--- src/rtl/mmio_uart_tx.sv ---
// Memory-mapped 8N1 UART transmitter: TXDATA/STATUS/BAUDDIV registers on the
// CPU data bus, a small byte FIFO and an LSB-first serialiser with a registered line.
module mmio_uart_tx #(
  parameter logic [31:0] BASE       = 32'h0000_0100,
  parameter int          FIFO_DEPTH = 4,
  parameter logic [15:0] DIV_RESET  = 16'd4
) (
  input  logic        clk,
  input  logic        reset,
  input  logic        we,
  input  logic [31:0] a,
  input  logic [31:0] wd,
  output logic [31:0] rd,
  output logic        sel,
  output logic        tx
);

  localparam int PW = $clog2(FIFO_DEPTH);
  localparam int CW = PW + 1;

  typedef enum logic [1:0] {IDLE, START, DATA, STOP} state_t;

  state_t          state, state_n;
  logic [7:0]      mem [FIFO_DEPTH];
  logic [PW-1:0]   wptr, rptr;
  logic [CW-1:0]   count;
  logic            ovf;
  logic [15:0]     div, baudcnt, baudcnt_n;
  logic [7:0]      shift, shift_n;
  logic [2:0]      bitcnt, bitcnt_n;
  logic            tx_n;
  logic            wr, push_req, wr_status, wr_div;
  logic            pop, push, full, empty, busy;
  logic [3:0]      cnt4;
  logic            unused;

  assign unused = ^{a[1:0], wd[31:16]};

  assign sel       = (a[31:4] == BASE[31:4]);
  assign wr        = we && sel;
  assign push_req  = wr && (a[3:2] == 2'd0);
  assign wr_status = wr && (a[3:2] == 2'd1);
  assign wr_div    = wr && (a[3:2] == 2'd2);

  assign full  = (count == CW'(FIFO_DEPTH));
  assign empty = (count == '0);
  assign busy  = (state != IDLE);
  assign cnt4  = 4'(count);

  // The serialiser only takes a byte from IDLE; a push to a full FIFO
  // still lands when that same edge frees a slot.
  assign pop  = (state == IDLE) && !empty;
  assign push = push_req && (!full || pop);

  always_comb begin
    rd = '0;
    if (sel) begin
      case (a[3:2])
        2'd1:    rd = {24'b0, cnt4, ovf, empty, full, busy};
        2'd2:    rd = {16'b0, div};
        default: rd = '0;
      endcase
    end
  end

  always_ff @(posedge clk) begin
    if (push) mem[wptr] <= wd[7:0];
  end

  always_ff @(posedge clk or posedge reset) begin
    if (reset) begin
      wptr  <= '0;
      rptr  <= '0;
      count <= '0;
      ovf   <= 1'b0;
      div   <= DIV_RESET;
    end else begin
      if (push) wptr <= wptr + 1'b1;
      if (pop)  rptr <= rptr + 1'b1;
      count <= count + CW'(push) - CW'(pop);
      if (push_req && full && !pop) ovf <= 1'b1;
      else if (wr_status && wd[3])  ovf <= 1'b0;
      if (wr_div) div <= wd[15:0];
    end
  end

  always_ff @(posedge clk or posedge reset) begin
    if (reset) begin
      state   <= IDLE;
      shift   <= '0;
      bitcnt  <= '0;
      baudcnt <= '0;
      tx      <= 1'b1;
    end else begin
      state   <= state_n;
      shift   <= shift_n;
      bitcnt  <= bitcnt_n;
      baudcnt <= baudcnt_n;
      tx      <= tx_n;
    end
  end

  // Each bit lasts baudcnt+1 clocks; div is only sampled on reload, so a
  // BAUDDIV write never stretches or cuts the bit in flight.
  always_comb begin
    state_n   = state;
    shift_n   = shift;
    bitcnt_n  = bitcnt;
    baudcnt_n = baudcnt;
    case (state)
      IDLE: begin
        if (pop) begin
          state_n   = START;
          shift_n   = mem[rptr];
          bitcnt_n  = '0;
          baudcnt_n = div;
        end
      end
      START: begin
        if (baudcnt == '0) begin
          baudcnt_n = div;
          state_n   = DATA;
        end else begin
          baudcnt_n = baudcnt - 16'd1;
        end
      end
      DATA: begin
        if (baudcnt == '0) begin
          shift_n   = {1'b0, shift[7:1]};
          bitcnt_n  = bitcnt + 3'd1;
          baudcnt_n = div;
          if (bitcnt == 3'd7) state_n = STOP;
        end else begin
          baudcnt_n = baudcnt - 16'd1;
        end
      end
      STOP: begin
        if (baudcnt == '0) state_n = IDLE;
        else               baudcnt_n = baudcnt - 16'd1;
      end
      default: state_n = IDLE;
    endcase
  end

  // The line register takes the level of the state being entered.
  always_comb begin
    tx_n = 1'b1;
    if (state_n == START)     tx_n = 1'b0;
    else if (state_n == DATA) tx_n = shift_n[0];
  end

endmodule

--- config.mk ---
export PLATFORM = sky130hd
export DESIGN_NAME = mmio_uart_tx
export DESIGN_NICKNAME = d
export VERILOG_FILES = /design/src/rtl/mmio_uart_tx.sv
export SDC_FILE = /design/constraint.sdc
export NUM_CORES = 1
export LEC_CHECK = 0
export ABC_AREA = 1
export CAP_MARGIN = 40
export CORE_UTILIZATION = 57
export CTS_BUF_LIST = sky130_fd_sc_hd__clkbuf_8
export CTS_CLUSTER_DIAMETER = 60
export CTS_CLUSTER_SIZE = 40
export DETAILED_ROUTE_END_ITERATION = 7
export HOLD_SLACK_MARGIN = 0.1
export PLACE_DENSITY = 0.95
export SLEW_MARGIN = 15
export SYNTH_ARGS = -nofsm -noshare
export SYNTH_HDL_FRONTEND = slang
export SYNTH_SLANG_ARGS = --single-unit
--- constraint.sdc ---
create_clock -name clk -period 3.6 [get_ports clk]
set_input_delay 0.72 -clock clk [delete_from_list [all_inputs] [get_ports clk]]
set_output_delay 0.72 -clock clk [all_outputs]
set_load 0.005 [all_outputs]
==> After elaboration in Yosys (flattened, before gate mapping) <==
Memory sizes are Yosys's and may differ from the RTL's.
Cells that the tools add are included.
{ "word_totals": {"reg_bits": 54, "mem_bits_rw": 32, "inputBits": 67, "output_inout_bits": 34, "word_cells": 78, "memories": 1} }
{ "op_classes": {"add_sub_neg": 6, "n_eq_ne": 13, "mux": 24, "n_reduce_logical": 23} }
{ "memory_table": {"columns": ["name", "depth", "word_bits", "read_ports", "rd_ports_with_merged_regs", "write_ports", "line_no", "rtl"], "rows": [
  ["mem", 4, 8, 1, 0, 1, "24", "logic [7:0] mem [FIFO_DEPTH];"]
]} }
{ "op_table": {"columns": ["cell", "count"], "rows": [
  ["$mux W16", 4],
  ["$pmux W16 S3", 1],
  ["$pmux W16 S2", 1],
  ["$eq A28 B5 Y1 const B", 1],
  ["$logic_not A16 Y1", 1],
  ["$mux W8", 2],
  ["$pmux W8 S2", 1],
  ["$sub A16 B1 Y16 const B", 1],
  ["$mux W2", 5],
  ["$logic_and A1 B1 Y1", 9],
  ["$eq A2 B2 Y1 const B", 4],
  ["$pmux W2 S4", 1],
  ["$eq A2 B1 Y1 const B", 3],
  ["$eq A3 B3 Y1 const B", 2],
  ["$mux W1", 6],
  ["$mux W3", 2],
  ["$ne A2 B2 Y1 const B", 3],
  ["$pmux W3 S2", 1],
  ["$reduce_bool A2 Y1", 3],
  ["$add A2 B1 Y2 const B", 2],
  ["$logic_not A2 Y1", 2],
  ["$add A3 B1 Y3", 1],
  ["$add A3 B1 Y3 const B", 1],
  ["$logic_not A1 Y1", 3],
  ["other kinds (6)", 6]
]} }

==> Depth between registers and ports, before layout <==
{ "depth": {"ltp_word": 8, "depth_mapped": 14, "mapped_depth_nobuf": 13} }

==> Worst setup path before layout <==
No wires, ideal clock.
{ "synth_timing": {"kind": "input-to-reg", "start": "input port a[27]", "end": "register count[2]", "setup_ns": 0.129, "t_arrival_ns": 2.395, "required_time_ns": 3.471, "path_slack_ns": 1.077, "path_stages": 13, "path_buffers": 0, "path_cell_list": "nor2_1 -> nand2_1 -> nor2_1 -> nand3_1 -> nor2_2 -> nand2_1 -> inv_2 -> nand2_1 -> nand2_1 -> o21ai_0 -> ha_1 -> fa_1 -> xor2_1"} }
{ "synth_between": {"elab_chain_len": 6} }
{ "synth_lines": {"columns": ["element", "line_no", "rtl"], "rows": [
  ["from (decl)", "11", "input logic [31:0] a,"],
  ["$eq A28 B5 Y1", "39", "assign sel = (a[31:4] == BASE[31:4]);"],
  ["named net sel", "14", "output logic sel,"],
  ["$logic_and A1 B1 Y1", "40", "assign wr = we && sel;"],
  ["$logic_and A1 B1 Y1", "41", "assign push_req = wr && (a[3:2] == 2'd0);"],
  ["$logic_and A1 B1 Y1", "53", "assign push = push_req && (!full || pop);"],
  ["$add A3 B1 Y3", "80", "count <= count + CW'(push) - CW'(pop);"],
  ["$sub A3 B1 Y3", "80", null],
  ["to (signal assigned)", "80", null],
  ["to (decl)", "26", "logic [CW-1:0] count;"]
]} }
The timed path passes the listed nets, and every way through them passes these cells.
A chain may end at the register's enable or synchronous reset.

==> Worst setup path in the final report <==
{ "layout_timing": {"start": "input port a[8]", "end": "output port rd[14]"} }
{ "layout_between": {"elab_chain_len": 2} }
{ "layout_lines": {"columns": ["element", "line_no", "rtl"], "rows": [
  ["$eq A28 B5 Y1", "39", null],
  ["$mux W16", "57", "if (sel) begin"],
  ["to (decl)", "13", "output logic [31:0] rd,"]
]} }
No other way between the ends.

==> impl_metrics.tcl <==
set metrics [dict create \
    crit_path_cell_trace "clkdlybuf4s50_1, inv_1, nor2_1, nand4_1, nand2b_1, nor2_2, nand2_1, nor2_1, clkdlybuf4s50_1" \
    holdBufCountCts 0 \
    worstSetupEndpointType "primary output" \
    post_drt_wl_per_cell_microns 14.7 \
    status "finished clean" \
    critPathLaunchType "input pin" \
    rsz0062_at_grt "no" \
    postCtsSetupBuffers 0 \
    drc 0 \
    die-area_sq_mm 0.00894 \
    crit_fanout 9 \
    yosysTopAreaCell "dfrtp_1" \
    hold_path_class "flip-flop to flip-flop" \
    cts_sinks 86 \
    crit_required_ns 2.88 \
    cts-root-buf "clkbuf_8" \
    synth-edff-count 32 \
    ys_seq_area_share_pct 47.4 \
    place.gp.congestion 0.881 \
    utilization_pct 70.4 \
    drt-initial-drc-count 463 \
    io_buffer_count 66 \
    ys_async_sr_fraction_pct 62.8 \
    cts_max_level 3 \
    chipWidth_microns 94.6 \
    power.density_mw_per_mm2 316 \
    diodes 0 \
    ys.flop_type "dfrtp_1" \
    synth_area_leaders "dfrtp_1, edfxtp_1, nand2_1" \
    layout_commonest_cell "nand2_1" \
    ir_drop_mv 0.202 \
    slew-limit-headroom_pct 53.9 \
    fillers 537 \
    setup_violations 0 \
    grt_usage_pct 27.7 \
    coreArea_sq_mm 0.00826 \
    grt_first_pass_wirelength_mm 19.0 \
    tns_ns 0 \
    syn_area_per_cell_sq_um 8.12 \
    clock_latency_ns 0.36 \
    layout.nets 751 \
    finalHoldViolCount 0 \
    start_util_pct 59.1 \
    cts_tree "built" \
    ant_nets 0 \
    antenna_found_initial 0 \
    cp_slowest_cell "clkdlybuf4s50_1" \
    worst_pin_slew_ns 0.692 \
    slew_viol_final 0 \
    ioPinCount 101 \
    path_class "input pin to primary output" \
    p_leak_nw 2.59 \
    max_stage_delay_ns 0.54 \
    grt_max_degree 29 \
    synth_top_cell_area_share_pct 26.7 \
    p_total_w 0.00183 \
    drtPass1Iterations 7 \
    drive_above_1_share_pct 8.62 \
    arrival_ns 2.75 \
    max_cap_viol_count 0 \
    routed_wl_mm 11.4 \
    layout_common_cells "nand2_1, nor2_1, clkdlybuf4s50_1" \
    dp_hpwl_mm 8.25 \
    cts_buffer_depth 2 \
    grt_pass1_vias 4190 \
    num_vias 4399 \
    fmax_mhz 288 \
    die_h_microns 94.6 \
    synth_area_sq_mm 0.00488 \
    fin_skew_ns 0.0101 \
    synth.distinct_cells 40 \
    grt-ovfl-total 0 \
    ys_warn_count 0 \
    yosys_register_bits 86 \
    fin_crit_sh_pct 96.3 \
    syn2layout_area_growth_pct 19.0 \
    synthCells 601 \
    viasPerCell 5.65 \
    cts_buffers 9 \
    cts_resized 0 \
    post-route-min-period_ns 3.47 \
    num_rows 33 \
    cts.reportedPaths.clkPinSlew_ns 0.09 \
]
## state kept, by name (all words and copies together) (netlist names)
register and count:
baudcnt 16, bitcnt 3, count 3, div 16
mem 32, ovf 1, rptr 2, shift 8
state 2, tx 1, wptr 2
## layer usage
| layer | up-vias | GRT usage, % | share of wire [%] |
|---|---|---|---|
| met5 | - | 0 | 0 |
| met4 | 0 | 13.5 | 3.0 |
| met3 | 44 | 4.51 | 8.3 |
| met2 | 281 | 46.1 | 49 |
| li1 | 2050 | - | - |
| met1 | 2024 | 35.2 | 40 |
## metrics by stage
stage               cells  area [sq um]  setup slack [ns]  hold slack, ns
detailed placement    762          5610             0.147           0.494
global route          778          5810            0.0208           0.539
finish                778          5810             0.132           0.511
floorplan             616          4940              1.08           0.453
CTS                   778          5810             0.136           0.508
global placement      761          5590             0.231           0.466
## final timing paths
path | startpoint | to | slack (ns) | cells after the start
max reg2reg | state[1]$_DFF_PP0_ | count[2]$_DFF_PP0_ | 1.23 | 10
max in group asynchronous | reset | div[2]$_DFFE_PP1P_ | 2.23 | 3
min | div[2]$_DFFE_PP1P_ | div[2]$_DFFE_PP1P_ | 0.51 | 2
min reg2reg | div[2]$_DFFE_PP1P_ | div[2]$_DFFE_PP1P_ | 0.51 | 2
min in group asynchronous | reset | baudcnt[15]$_DFFE_PP0P_ | 0.75 | 2
max | a[8] | rd[14] | 0.13 | 9
## power breakdown
| part | switching [W] | leakage, nW | internal (W) |
|---|---|---|---|
| combinational | 0.0000556 | 1.46 | 0.0000645 |
| clock | 0.000401 | 0.0954 | 0.000274 |
| sequential | 0.0000102 | 1.03 | 0.00103 |
## Yosys cell counts, types with 2 or more instances
library cell    n
buf_6           2
nand4_1        13
buf_4          17
a31oi_1         7
o21ai_0        25
edfxtp_1       32
xnor2_1         2
inv_1          59
o21ai_1         3
a21oi_1        30
a22oi_1         2
buf_1           2
ha_1           15
nor2_4          2
nand2_4         2
buf_2           3
nor2_1         74
inv_2           3
nor2_2          7
nand3_1        61
xor2_1          9
nor3_1          2
nand2_2         3
nand2_1       142
clkbuf_1       12
dfstp_2         2
o211ai_1        2
dfrtp_1        52
or2_2           5
## cell families (layout without fill, tap and decap cells)
group                    Yosys count  count (layout)  share of synthesized area [%]
other                              1              16                         0.0768
adder cells (fa/ha/maj)           16              16                           4.25
AND/OR/NAND/NOR                  314             314                           28.3
buffers and inverters             99             156                           9.35
flip-flops                        86              86                           47.4
XOR/XNOR                          11              11                           1.97
AO/OA/AOI/OAI                     74              74                           8.61
## critical path: cells and delay by family
| family | cells | cell delay (ns) |
|---|---|---|
| buffers and inverters | 3 | 1.02 |
| AND/OR/NAND/NOR | 6 | 1.00 |
## final cells by class
cell class	instances	area [sq um]	area share, %
Clock buffer	9	124	2.13
Clock inverter	7	78.8	1.36
Inverter	63	239	4.11
Multi-Input combinational cell	431	2170	37.3
Sequential cell	86	2310	39.8
Tap cell	105	131	2.26
Timing Repair Buffer	77	756	13.0
(Power assumes the default switching activity.)
